[src/rtl/ei_axi4_rst_seq.sv]
// ei_axi4_rst_seq: programmable AXI reset pulse sequencer.
// Drives NUM_CH active-low reset outputs with single, periodic or random
// spaced pulses of programmable delay and width.
// Optional feature macro: EI_AXI4_RST_SEQ_LFSR_EN adds the random-delay mode
// (16-bit LFSR); without it mode 2'b10 behaves exactly like periodic mode.
// The random delay uses the low CNT_W bits of the LFSR (zero-extended when
// CNT_W exceeds 16).
//
// state     | meaning
// ST_IDLE   | waiting for start_i, outputs released
// ST_DELAY  | counting down the delay before the next pulse
// ST_ASSERT | masked reset outputs held low for the pulse width

module ei_axi4_rst_seq #(
    parameter int NUM_CH    = 2,
    parameter int CNT_W     = 8,
    parameter int CNT_SAT_W = 16
) (
    input  logic                 aclk,
    input  logic                 areset,
    input  logic                 start_i,
    input  logic                 stop_i,
    input  logic [1:0]           mode_i,
    input  logic [NUM_CH-1:0]    ch_mask_i,
    input  logic [CNT_W-1:0]     dly_i,
    input  logic [CNT_W-1:0]     width_i,
    output logic [NUM_CH-1:0]    aresetn_o,
    output logic                 busy_o,
    output logic                 done_o,
    output logic [CNT_SAT_W-1:0] pulse_cnt_o
);

    typedef enum logic [1:0] {
        ST_IDLE   = 2'd0,
        ST_DELAY  = 2'd1,
        ST_ASSERT = 2'd2
    } state_e;

    state_e                 state_q;
    logic [CNT_W-1:0]       cnt_q;
    logic [CNT_W-1:0]       dly_q;
    logic [CNT_W-1:0]       wid_m1_q;
    logic [NUM_CH-1:0]      mask_q;
    logic                   per_q;
    logic                   stop_q;
    logic [NUM_CH-1:0]      aresetn_q;
    logic                   busy_q;
    logic                   done_q;
    logic [CNT_SAT_W-1:0]   pcnt_q;

    logic [CNT_W-1:0]       dly_start_d;
    logic [CNT_W-1:0]       dly_reload_d;
    logic [CNT_W-1:0]       wid_m1_d;
    logic                   per_d;

`ifdef EI_AXI4_RST_SEQ_LFSR_EN
    logic [15:0]            lfsr_q;
    logic                   lfsr_fb;
    logic [CNT_W-1:0]       rnd_mask;
    logic                   rnd_q;

    // x^16+x^14+x^13+x^11+1, shifting toward bit 0
    assign lfsr_fb = lfsr_q[0] ^ lfsr_q[2] ^ lfsr_q[3] ^ lfsr_q[5];

    if (CNT_W <= 16) begin : g_rnd_narrow
        assign rnd_mask = lfsr_q[CNT_W-1:0];
    end else begin : g_rnd_wide
        assign rnd_mask = {{(CNT_W-16){1'b0}}, lfsr_q};
    end

    // Free-running LFSR, restarts from the fixed seed on reset
    always_ff @(posedge aclk) begin
        if (areset) lfsr_q <= 16'hACE1;
        else        lfsr_q <= {lfsr_fb, lfsr_q[15:1]};
    end

    // Remember whether the running sequence uses randomised delays
    always_ff @(posedge aclk) begin
        if (areset)                            rnd_q <= 1'b0;
        else if (state_q == ST_IDLE && start_i) rnd_q <= (mode_i == 2'b10);
    end

    assign dly_start_d  = (mode_i == 2'b10) ? (dly_i & rnd_mask) : dly_i;
    assign dly_reload_d = rnd_q ? (dly_q & rnd_mask) : dly_q;
`else
    assign dly_start_d  = dly_i;
    assign dly_reload_d = dly_q;
`endif

    // A zero width still produces a one-cycle pulse; the counter holds width-1
    assign wid_m1_d = (width_i == '0) ? '0 : width_i - 1'b1;
    assign per_d    = (mode_i == 2'b01) || (mode_i == 2'b10);

    // Sequencer FSM with registered outputs
    always_ff @(posedge aclk) begin
        if (areset) begin
            state_q   <= ST_IDLE;
            cnt_q     <= '0;
            dly_q     <= '0;
            wid_m1_q  <= '0;
            mask_q    <= '0;
            per_q     <= 1'b0;
            stop_q    <= 1'b0;
            aresetn_q <= '1;
            busy_q    <= 1'b0;
            done_q    <= 1'b0;
            pcnt_q    <= '0;
        end else begin
            done_q <= 1'b0;
            case (state_q)
                ST_IDLE: begin
                    if (start_i) begin
                        dly_q    <= dly_i;
                        wid_m1_q <= wid_m1_d;
                        mask_q   <= ch_mask_i;
                        per_q    <= per_d;
                        cnt_q    <= dly_start_d;
                        stop_q   <= 1'b0;
                        busy_q   <= 1'b1;
                        state_q  <= ST_DELAY;
                    end
                end
                ST_DELAY: begin
                    if (stop_i) begin
                        busy_q  <= 1'b0;
                        done_q  <= 1'b1;
                        state_q <= ST_IDLE;
                    end else if (cnt_q == '0) begin
                        cnt_q     <= wid_m1_q;
                        aresetn_q <= ~mask_q;
                        state_q   <= ST_ASSERT;
                    end else begin
                        cnt_q <= cnt_q - 1'b1;
                    end
                end
                ST_ASSERT: begin
                    if (cnt_q == '0) begin
                        aresetn_q <= '1;
                        if (pcnt_q != '1) pcnt_q <= pcnt_q + 1'b1;
                        if (!per_q || stop_q || stop_i) begin
                            stop_q  <= 1'b0;
                            busy_q  <= 1'b0;
                            done_q  <= 1'b1;
                            state_q <= ST_IDLE;
                        end else begin
                            cnt_q   <= dly_reload_d;
                            state_q <= ST_DELAY;
                        end
                    end else begin
                        cnt_q <= cnt_q - 1'b1;
                        if (stop_i) stop_q <= 1'b1;
                    end
                end
                default: begin
                    aresetn_q <= '1;
                    busy_q    <= 1'b0;
                    state_q   <= ST_IDLE;
                end
            endcase
        end
    end

    assign aresetn_o   = aresetn_q;
    assign busy_o      = busy_q;
    assign done_o      = done_q;
    assign pulse_cnt_o = pcnt_q;

endmodule

[config.mk]
export PLATFORM = sky130hd
export DESIGN_NAME = ei_axi4_rst_seq
export DESIGN_NICKNAME = d
export VERILOG_FILES = /design/src/rtl/ei_axi4_rst_seq.sv
export SDC_FILE = /design/constraint.sdc
export NUM_CORES = 1
export LEC_CHECK = 0
export CAP_MARGIN = 40
export CORE_MARGIN = 2
export CORE_UTILIZATION = 49
export CTS_CLUSTER_SIZE = 24
export DETAILED_ROUTE_END_ITERATION = 12
export GPL_ROUTABILITY_DRIVEN = 0
export PLACE_DENSITY = 0.77
export SETUP_SLACK_MARGIN = 0.4
export SLEW_MARGIN = 10
export SYNTH_ARGS = -nofsm -noshare
export SYNTH_HDL_FRONTEND = slang
export SYNTH_SLANG_ARGS = --single-unit
[constraint.sdc]
create_clock -name aclk -period 1.9 [get_ports aclk]
set_input_delay 0.38 -clock aclk [delete_from_list [all_inputs] [get_ports aclk]]
set_output_delay 0.38 -clock aclk [all_outputs]
set_load 0.1 [all_outputs]
# Yosys cells after proc, flatten, opt, wreduce, memory -nomap -nowiden
# Index checks and enable logic that the tools add are counted.
# word_totals
register_bits,50
in_bits,24
output_inout_bits,20
elab_cells,77
# classes
add_sub_neg,3
eq_ne,15
n_mux,30
bitwise_logic,2
reduce_logical,16
# ops
op,count
two-way mux 8 bit,6
case mux 8 bit (3 select lines),1
"adder 16 x 1 -> 16 bit, second input constant",1
zero test 8 bit,2
"!= test 16 bit, second input constant",1
AND reduction 4 bit,4
"subtractor 8 x 1 -> 8 bit, second input constant",2
two-way mux 2 bit,7
"!= test 2 bit, second input constant",6
"!= test 3 bit, second input constant",4
case mux 2 bit (3 select lines),2
two-way mux 1 bit,11
AND reduction 3 bit,2
"equality test 2 x 1 -> 1 bit, second input constant",2
"equality test 2 bit, second input constant",2
case mux 1 bit (2 select lines),2
logical OR 1 bit,3
case mux 1 bit (3 select lines),1
nonzero test 3 bit,1
zero test 2 bit,1
inverter 2 bit,1
AND reduction 2 bit,1
nonzero test 2 bit,1
zero test 1 bit,1
inverter 1 bit,1

# Logic depth before layout (Yosys ltp)
# depth
ltp_word,6
mapped_depth,9
depth_no_buf,7

# Least setup slack after synthesis
# No wires, ideal clock.
# synth_path
path_kind,register to register
start,register pcnt_q[0] (netlist: pulse_cnt_o[0])
end,register pcnt_q[2] (netlist: pulse_cnt_o[2])
setup_ps,128
t_arrival_ps,2238
required_time_ps,1772
slack_ps,-465
path_stages_with_launch,8
path_buffers,1
period_less_slack_ps,2365
cell_sequence,dfxtp_1 ha_1 nand3_1 nor4_1 buf_2 nor3b_1 xnor2_1 nor2_1
# synth_via
elab_chain_cells,2
word_cells_on_any_way,3
cone_classes,add/sub: 1; eq/ne: 1; reduce/logical: 1
# synth_lines
item,line_no,source
from (decl),49,logic [CNT_SAT_W-1:0] pcnt_q;
from (signal assigned),139,if (pcnt_q != '1) pcnt_q <= pcnt_q + 1'b1;
branches (longest 2 deep; another with adder 16 x 1 -> 16 bit),n/a,
# Parallel ways; which one is timed is not known.
# A chain may end at the register's enable or synchronous reset.

# Final worst setup path
# layout_path
start,register cnt_q[2]
end,register cnt_q[0]
# layout_via
elab_chain_cells,4
word_cells_on_any_way,7
cone_classes,eq/ne: 1; mux: 4; reduce/logical: 2
# layout_lines
item,line_no,source
from (decl),40,logic [CNT_W-1:0] cnt_q;
from (signal assigned),117,cnt_q <= dly_start_d;
from (signal assigned),129,cnt_q <= wid_m1_q;
from (signal assigned),133,cnt_q <= cnt_q - 1'b1;
zero test 8 bit (*),"128, 137",
two-way mux 8 bit,128,end else if (cnt_q == '0) begin
two-way mux 8 bit,124,if (stop_i) begin
case mux 8 bit (3 select lines),110,case (state_q)
# Mark *: on every way between the ends. The rest lies on a longest branch, timed or not. The select of a mux whose other input is x is not followed.

==> metrics.txt <==
status=complete, no violations; Crit Path Class=reg2reg; cell area after synthesis=0.00285 sq mm; Syn Inst Count=about 340; Core Util, Final=0.850; DR DRC count=0; Psw=approximately 1300 uW; Via Count=3,185; Final min period=1900 ps; final setup fails=0; WP data required=2120 ps; Max-slew headroom=0.708; DR top layer=met4; PwrDens=705 mW/mm^2; Hold Path Cell Cnt=2; CTS Hold Bufs=0; final worst slack=3.60 ps; chip width=80.3 um; estimated wirelength of the detail-placed design=~5500 um; pre-CTS WS=-177 ps; clock power share=0.226; port bufs=43; final hold vios=0; DP Area=0.00389 sq mm; initial antenna violation count=0; Final Skew=4.66 ps; Logic pwr share=0.421; R2R setup slack=4 ps; sequential fraction of the synthesis area=0.351; Syn Nets=between 300 and 400; nets@finish=464; buffer depth of the longest clock path=2; htree depth=2; synth unique cells=53; Routed Wire Length=10,700 um; Rows=27; later-pin clock latency in the skew report=320 ps; Initial Util=0.512; core footprint=0.00557 sq mm; die area=between 0.006 and 0.007 sq mm; Sink Count=50; CP startpoint kind=flop; cells on worst reg2reg path=6; worst slew pin tran=439 ps; dpl cells=approximately 470; first-pass GRT wire length=between 10,000 and 15,000 um; Non-Filler Instances=~500; gr usage total=0.278; Clock Pin Slew Worst Setup and Hold Paths=100 ps; area grow syn2layout=66.1%; Antenna Cells=0; vias per inst=about 6.3; vias in the first global route=around 2,800; FFs w/ async S/R, synth=0; Main synth FF type=dfxtp_1; CTS tree=built; Post-synth EDFFs=0; Warnings, synthesis=0; cts bufs inserted=5; layout cells sized above 1=0.512; total gr overflow=0; #FFs+latches synth=50; largest net degree at the start of global routing=26; Worst EP arrival=about 2100 ps; met2 WL post-DR=5250 um; crit path from=cnt_q[2]; P_int=2060 uW; Root Driver=clkbuf_8; final antenna-violating net count=0; setup tns final=0 ps; Iter 0 DRT Violations=between 400 and 500; Layout fillers=251; design area=0.00474 sq mm; Critical Path Fanout Max=4; routed len/inst=between 20 and 25 um; Final Cycle Share=0.998; final number of max-transition violations=0; unrepaired setup endpoints after global routing=yes; metal1 wirelength=4350 um; I/O Pins=44; Worst Setup EP=cnt_q[0]; Initial DRT Pass Iterations=5; Critical Path End Type=flop; Syn Area/Cell=roughly 8.5 sq um; Max VDD drop=0.000477 V; DR WL met3=811 um; Hold Crit Class=in2reg; Max-cap violations=0; DIE HEIGHT=~80 um; Sw Ratio=0.384; sequential share of power=0.353; Reg-to-Reg End=cnt_q[0]; leakage=0.00171 uW; R2R Path Start=cnt_q[2]; highest clock rate=~530 MHz
-- logic make-up (layout without fill, tap and decap cells) --
logic type | count (synthesis) | in the layout | synth area share
multiplexers | 1 | 1 | 0.00351
buffers and inverters | 27 | 121 | 0.0447
AO/OA/AOI/OAI | 75 | 75 | 0.200
flip-flops | 50 | 50 | 0.351
adder cells (fa/ha/maj) | 9 | 9 | 0.0395
AND/OR/NAND/NOR | 153 | 154 | 0.294
XOR/XNOR | 22 | 22 | 0.0675
-- power groups by stage --
stage / Sequential [uW] / Combinational, uW / Clock [uW]
after detailed placement: 1190 / 987 / 0
after CTS: 1170 / 1130 / 738
after global placement: 1190 / 973 / 0
after floorplan: 1220 / 647 / 0
final: 1180 / 1410 / 756
after global routing: 1180 / 1480 / 792
-- worst min path at each step --
stage / from / end / slack, ps
6_report: areset / pulse_cnt_o[8] / 470
5_1_grt: dly_q[4] / dly_q[4] / 480
4_1_cts: dly_q[1] / dly_q[1] / 460
3_5_place_dp: dly_q[1] / dly_q[1] / 450
3_3_place_gp: dly_q[5] / dly_q[5] / 440
2_1_floorplan: dly_q[1] / dly_q[1] / 430
-- layout make-up --
cell class              count  area (sq um)  share of cell area
repair buffers            104          1080               0.229
well taps                  72          90.1              0.0190
clock buffers               6          93.8              0.0198
flip-flops and latches     50          1070               0.225
clock inverters             2          13.8             0.00290
inverters                   9          38.8             0.00818
multi-input cells         261          2350               0.497
-- registers in the layout (all words and copies together), names as in the netlist --
register / count
busy_o: 1
per_q: 1
aresetn_o: 2
dly_q: 8
stop_q: 1
wid_m1_q: 8
cnt_q: 8
done_o: 1
mask_q: 2
state_q: 2
pulse_cnt_o: 16
-- synth_stat cells, types with 4 or more instances --
master | number | share of area
ha_1 | 9 | 0.039
a211oi_2 | 4 | 0.018
nand2_1 | 36 | 0.047
nor2_1 | 46 | 0.061
clkbuf_1 | 11 | 0.014
nor3_1 | 15 | 0.026
nand2b_1 | 4 | 0.0088
nor4_1 | 4 | 0.0088
a21boi_0 | 4 | 0.011
o21a_1 | 5 | 0.013
o21ai_0 | 5 | 0.0088
nand3_1 | 9 | 0.016
o31ai_1 | 8 | 0.021
or3_1 | 4 | 0.0088
nand4_1 | 4 | 0.0088
xnor2_1 | 16 | 0.049
a22oi_1 | 8 | 0.021
dfxtp_1 | 50 | 0.35
a21oi_1 | 19 | 0.033
nor3b_1 | 6 | 0.016
inv_1 | 9 | 0.012
xor2_1 | 6 | 0.018
-- through the flow --
step,hold WS [ps],total power [uW]
floorplan,433,1870
detailed placement,450,2180
finish,468,3340
global placement,442,2160
global route,484,3450
CTS,464,3040
-- critical path: stages, from the launching register on --
cell and delay [ps]:
dfxtp_1 390, or4_4 640, buf_4 190, o31ai_2 240, a221oi_2 100, a21oi_2 140
a211oi_1 80
-- layer usage --
layer,GRT usage,vias to the layer above
li1,-,1403
met3,0.0640,40
met4,0.0644,0
met2,0.463,196
met5,0,-
met1,0.366,1546
-- what timing repair did --
item                       CTS  global route
setup buffers               12             9
gates resized for setup     50            74
pin swaps                   25            38
gates cloned                 2             2
setup endpoints to repair   47            49
-- cell usage in the layout, fill, tap and decap left out, types with 10 or more instances in the layout --
master | netlist | layout
nand2_1 | 36 | 27
dfxtp_1 | 50 | 30
a21oi_2 | 0 | 10
buf_4 | 0 | 46
dfxtp_4 | 0 | 16
xnor2_1 | 16 | 16
nor2_1 | 46 | 37
clkdlybuf4s50_1 | 0 | 18
buf_6 | 3 | 19
buf_12 | 0 | 14
Power figures use the tool's default switching activity.
